[config.mk]
export PLATFORM = sky130hd
export DESIGN_NAME = rca_accumulator
export DESIGN_NICKNAME = d
export VERILOG_FILES = /design/src/rtl/rca_accumulator.sv
export SDC_FILE = /design/constraint.sdc
export NUM_CORES = 1
export LEC_CHECK = 0
export BUFFER_PORTS_ARGS = -buffer_cell sky130_fd_sc_hd__buf_4
export CAP_MARGIN = 20
export CELL_PAD_IN_SITES_DETAIL_PLACEMENT = 0
export CELL_PAD_IN_SITES_GLOBAL_PLACEMENT = 1
export CORE_UTILIZATION = 35
export DETAILED_ROUTE_END_ITERATION = 10
export PLACE_DENSITY = 0.72
export SYNTH_ARGS = -nofsm -noshare
export SYNTH_HDL_FRONTEND = slang
export SYNTH_SLANG_ARGS = --single-unit
[constraint.sdc]
create_clock -name clk -period 17.9 [get_ports clk]
set_input_delay 5.37 -clock clk [delete_from_list [all_inputs] [get_ports clk]]
set_output_delay 5.37 -clock clk [all_outputs]
set_load 0.03 [all_outputs]
[src/rtl/rca_accumulator.sv]
// Burst accumulator: sums a valid/ready stream of unsigned operands through a
// ripple-carry adder and returns the modulo-2^N total with a sticky carry flag.

module rca_generate #(
  parameter int n = 16
) (
  input  logic [n-1:0] a,
  input  logic [n-1:0] b,
  input  logic         cin,
  output logic [n-1:0] sum,
  output logic         cout
);

  logic [n:0] carry;

  assign carry[0] = cin;

  genvar i;
  generate
    for (i = 0; i < n; i++) begin : g_bit
      assign sum[i]     = a[i] ^ b[i] ^ carry[i];
      assign carry[i+1] = (a[i] & b[i]) | (carry[i] & (a[i] ^ b[i]));
    end
  endgenerate

  assign cout = carry[n];

endmodule

module rca_accumulator #(
  parameter int N     = 16,
  parameter int CNT_W = 8
) (
  input  logic             clk,
  input  logic             rst_n,
  input  logic             start,
  input  logic [CNT_W-1:0] len,
  input  logic             in_valid,
  output logic             in_ready,
  input  logic [N-1:0]     in_data,
  output logic             out_valid,
  input  logic             out_ready,
  output logic [N-1:0]     out_sum,
  output logic             out_ovf,
  output logic             busy
);

  typedef enum logic [1:0] {
    IDLE = 2'd0,
    ACC  = 2'd1,
    DONE = 2'd2
  } state_t;

  state_t           state;
  state_t           state_next;
  logic [N-1:0]     acc;
  logic [CNT_W-1:0] remaining;
  logic             ovf;
  logic [N-1:0]     add_sum;
  logic             add_cout;
  logic             beat;

  rca_generate #(
    .n(N)
  ) u_adder (
    .a   (acc),
    .b   (in_data),
    .cin (1'b0),
    .sum (add_sum),
    .cout(add_cout)
  );

  // Handshake outputs are decoded from state alone, so in_ready never depends on in_valid.
  assign in_ready  = (state == ACC);
  assign out_valid = (state == DONE);
  assign busy      = (state != IDLE);
  assign out_sum   = acc;
  assign out_ovf   = ovf;
  assign beat      = in_valid && in_ready;

  always_comb begin
    state_next = state;
    case (state)
      IDLE: begin
        if (start) begin
          state_next = (len == '0) ? DONE : ACC;
        end
      end
      ACC: begin
        if (beat && (remaining == CNT_W'(1))) begin
          state_next = DONE;
        end
      end
      DONE: begin
        if (out_ready) begin
          state_next = IDLE;
        end
      end
      default: state_next = IDLE;
    endcase
  end

  always_ff @(posedge clk or negedge rst_n) begin
    if (!rst_n) begin
      state     <= IDLE;
      acc       <= '0;
      remaining <= '0;
      ovf       <= 1'b0;
    end else begin
      state <= state_next;
      case (state)
        IDLE: begin
          if (start) begin
            acc       <= '0;
            ovf       <= 1'b0;
            remaining <= len;
          end
        end
        ACC: begin
          if (beat) begin
            acc       <= add_sum;
            ovf       <= ovf | add_cout;
            remaining <= remaining - CNT_W'(1);
          end
        end
        default: begin
        end
      endcase
    end
  end

endmodule

# == Word-level counts from Yosys, hierarchy flattened ==
# Index checks and enable logic that the tools add are counted.
# classes
n_addsub,1
n_eq_ne,7
muxes,14
bitwise_logic,78
n_reduce_logical,8
# ops
op,n
16-bit 2-to-1 mux,2
16-bit case mux with 2 select lines,1
1-bit bitwise AND,31
1-bit bitwise XOR,31
8-bit 2-to-1 mux,2
1-bit bitwise OR,16
8-bit case mux with 2 select lines,1
8-bit by 1-bit equality test with 1-bit output (second input constant),1
8-bit logical NOT,1
2-bit 2-to-1 mux,4
8-bit by 1-bit subtractor with 8-bit output (second input constant),1
2-bit by 1-bit != test with 1-bit output (second input constant),3
2-bit case mux with 3 select lines,1
3-bit AND reduction,2
2-bit nonzero test,2
2-bit by 1-bit equality test with 1-bit output (second input constant),1
2-bit equality test (second input constant),1
1-bit logical AND,2
2-bit logical NOT,1
1-bit 2-to-1 mux,2
2-bit != test (second input constant),1
1-bit case mux with 2 select lines,1
# totals
ff_bits,27
input_bits,29
wordCells,112

# == Depth between registers and ports, before layout ==
# depth
word_depth,34
depth_mapped,20

# == By module ==
# Synthesis repeated with hierarchy kept, for this count alone.
# hier_totals
cells_unflattened,179
hier_area_um2,1702.9
# modules_own_cells
mod,instances,cells_each,area_per_inst_um2,seq_area_each_um2
rca_accumulator,1,153,1345.0,675.6
rca_generate,1,26,357.8,0.0

# == Worst setup path after synthesis ==
# No wires, ideal clock.
# synth_path
path_type,in2reg
startpoint,input in_data[0]
endpoint,register acc[15] (netlist: out_sum[15])
setup_time_ps,118
arrival_time_ps,10973
t_required_ps,17782
setup_slack_ps,6809
cell_stages,20
n_path_buf,0
cell_sequence,ha_1 inv_1 fa_1 fa_1 fa_1 fa_1 fa_1 fa_1 fa_1 fa_1 fa_1 fa_1 fa_1 fa_1 inv_1 fa_1 fa_1 fa_1 nand3_1 nand2_1
# synth_via
elab_chain_cells,32
# synth_rtl
item,line,rtl
"start, declared",40,"input logic [N-1:0] in_data,"
1-bit bitwise AND (2 in a row),22,assign carry[i+1] = (a[i] & b[i]) | (carry[i] & (a[i] ^ b[i]));
1-bit bitwise OR,22,
1-bit bitwise AND,22,
1-bit bitwise OR,22,
1-bit bitwise AND,22,
1-bit bitwise OR,22,
1-bit bitwise AND,22,
1-bit bitwise OR,22,
[15 not listed],--,
1-bit bitwise OR,22,
1-bit bitwise AND,22,
1-bit bitwise OR,22,
1-bit bitwise AND,22,
1-bit bitwise OR,22,
1-bit bitwise XOR,21,assign sum[i] = a[i] ^ b[i] ^ carry[i];
16-bit 2-to-1 mux,120,if (beat) begin
16-bit case mux with 2 select lines,111,case (state)
"end signal, assigned",121,acc <= add_sum;
"end, declared",56,logic [N-1:0] acc;
# Every way passes these cells. The select of a mux whose other input is x is not followed.
# A chain may end at the register's enable or synchronous reset.

# == Worst setup path after layout ==
# Same ends and word-level chain as after synthesis.

==> impl_metrics.tcl <==
set metrics [dict create \
    synth_area_leaders "dfrtp_1 38%, fa_1 17%, inv_1 6.6%" \
    dieArea_sq_mm 0.00531 \
    mostFrequentLayoutCell "buf_4" \
    grt_max_degree 28 \
    synth_top_area_share_pct 38.4 \
    hold_viol_final 0 \
    syn2layout_area_growth_pct 26.2 \
    drt-wirelength-per-cell_um 12.6 \
    io_buffers 48 \
    place_hpwl_um 2730 \
    grt_use_met1_pct 21.8 \
    tns_ns 0 \
    cts_max_path_buffers 2 \
    fin_worst_skew_ns 0.00714 \
    fin_ws_ns 6.76 \
    whs_ns 0.512 \
    crit_type "primary input to flip-flop" \
    post-route-period-util_pct 62.2 \
    place_congestion 0.785 \
    synth-main-ff-cell "dfrtp_1" \
    drt_first_pass_iters 4 \
    slew_headroom_pct 46.6 \
    grt_use_met3_pct 3.31 \
    post-cts-setup-buffer-count 0 \
    hold_path_depth 2 \
    globalRouteMet2Util_pct 25.5 \
    worstSetupStartpointType "primary input" \
    vias_per_cell 4.63 \
    r2r_cells 20 \
    seq_area_frac_synth_pct 38.4 \
    grt_pass1_wl_um 6350 \
    gr-total-overflow 0 \
    hp-class "flip-flop to flip-flop" \
    start_util_pct 36.8 \
    async_reset_ff_share_pct 100 \
    synth_top_cell_by_area "dfrtp_1" \
    antenna_cells 0 \
    outcome "complete, no violations" \
    cp_data_required_time_ns 18.08 \
    postSynthCellCount 180 \
    htreeDepth 1 \
    cts_made_buffers 3 \
    power.leakage_nw 1.03 \
    cts_tree "done" \
    fin_util_pct 46.4 \
    cp_data_arrival_time_ns 11.32 \
    end_kind "flip-flop" \
    hold_buffers 0 \
    slew_violations 0 \
    die_x_um 72.9 \
    worstPathMaxFanout 1 \
    die_h_um 72.9 \
    cap_violations 0 \
    ant_nets 0 \
    finalCriticalPeriod_ns 11.14 \
    route.detailed.drc 0 \
    grt_busiest_layer "met2" \
    wl_um 3680 \
    pre_cts_slack_ns 6.42 \
    worst_pin_slew_ns 0.801 \
    syn_area_sq_mm 0.00176 \
    synth_cell_types 35 \
    syn_nets 227 \
    cts.reportedPaths.clkPinSlew_ns 0.10 \
    root_buffer "clkbuf_8" \
    drt_iter0_drc 67 \
    power.density_mw_per_mm2 147 \
    cts.sinks 27 \
    num_vias 1356 \
    setup_viol 0 \
    synth_edf_count 0 \
    cts.repair.resized 0 \
    clk_latency_ns 0.28 \
    drive_gt1_share_pct 30.5 \
    rsz0062_at_grt "no" \
    final_cell_mix "49 x buf_4, 31 x inv_1, 27 x dfrtp_1" \
    ir_drop_mv 0.0581 \
    rows 25 \
    avgSynthCellArea_sq_um 9.77 \
    core-area_sq_mm 0.00479 \
    antenna_found_initial 0 \
    fmax_mhz 89.8 \
    grt_pass1_vias 1361 \
    nNetsFinal 274 \
    ys_warn_count 0 \
    synth_seq_cells 27 \
    ios 49 \
    grt_usage_pct 15.6 \
]
## power by group
| part | switching (W) | total [W] | internal, W |
|---|---|---|---|
| sequential | 0.0000213 | 0.000106 | 0.0000844 |
| clock | 0.0000210 | 0.0000368 | 0.0000158 |
| combinational | 0.000114 | 0.000184 | 0.0000704 |
## final timing paths
kind,start,to,slack (ns)
worst max-delay path,in_data[0],out_sum[15],6.76
worst min-delay path,out_sum[0],out_sum[0],0.51
worst max register to register,out_sum[0],out_sum[15],11.53
worst min register to register,out_sum[0],out_sum[0],0.51
max in group asynchronous,rst_n,remaining[4],12.64
min in group asynchronous,rst_n,remaining[1],4.99
## per-layer routing
| layer | part of all wire (%) | vias up |
|---|---|---|
| met3 | 3.5 | 2 |
| met1 | 51 | 634 |
| li1 | - | 688 |
| met2 | 45 | 32 |
| met5 | 0 | - |
| met4 | 0.52 | 0 |
## critical path: stages
cell,delay (ns)
buf_4,0.08
ha_1,0.14
inv_1,0.05
fa_1,0.37
fa_1,0.40
fa_1,0.39
fa_1,0.38
fa_1,0.38
fa_1,0.38
fa_1,0.38
fa_1,0.39
fa_1,0.39
fa_1,0.41
fa_1,0.41
fa_1,0.38
inv_1,0.09
fa_1,0.19
fa_1,0.20
fa_1,0.42
nand3_1,0.08
nand2_1,0.06
## state kept, by name (all words and copies together) (netlist names)
signal / cells
out_ovf: 1
out_sum: 16
remaining: 8
state: 2
## through the flow
stage          area [sq um]  std cells  total power [W]
2_1_floorplan          1760        180         0.000238
4_1_cts                2220        293         0.000332
6_report               2220        293         0.000327
3_3_place_gp           2170        289         0.000291
5_1_grt                2220        293         0.000359
3_5_place_dp           2170        289         0.000293
## logic make-up after synthesis
family | count (synthesis) | share of synthesized area, %
buffers and inverters | 38 | 9.03
adder cells (fa/ha/maj) | 18 | 19.2
multiplexers | 1 | 0.569
AO/OA/AOI/OAI | 40 | 15.1
AND/OR/NAND/NOR | 56 | 17.7
flip-flops | 27 | 38.4
## synth_stat cells, types with 2 or more instances
cell,count
nand2b_1,2
o21ai_0,10
nor3b_1,2
dfrtp_1,27
nand2_1,14
nand3_1,5
o2bb2ai_1,2
inv_1,31
o21ai_2,10
buf_2,4
a21oi_1,10
or3_1,13
ha_1,3
nor2_1,10
a31oi_1,2
nor4_1,2
fa_1,15
## final cells by class
class | count | area (sq um)
clock buffer | 3 | 41.3
clock inverter | 1 | 7.51
fill | 496 | 2570
inverter | 31 | 116
multi-input combinational | 115 | 927
sequential | 27 | 676
tap | 67 | 83.8
timing repair buffer | 49 | 368
(Power assumes the default switching activity.)
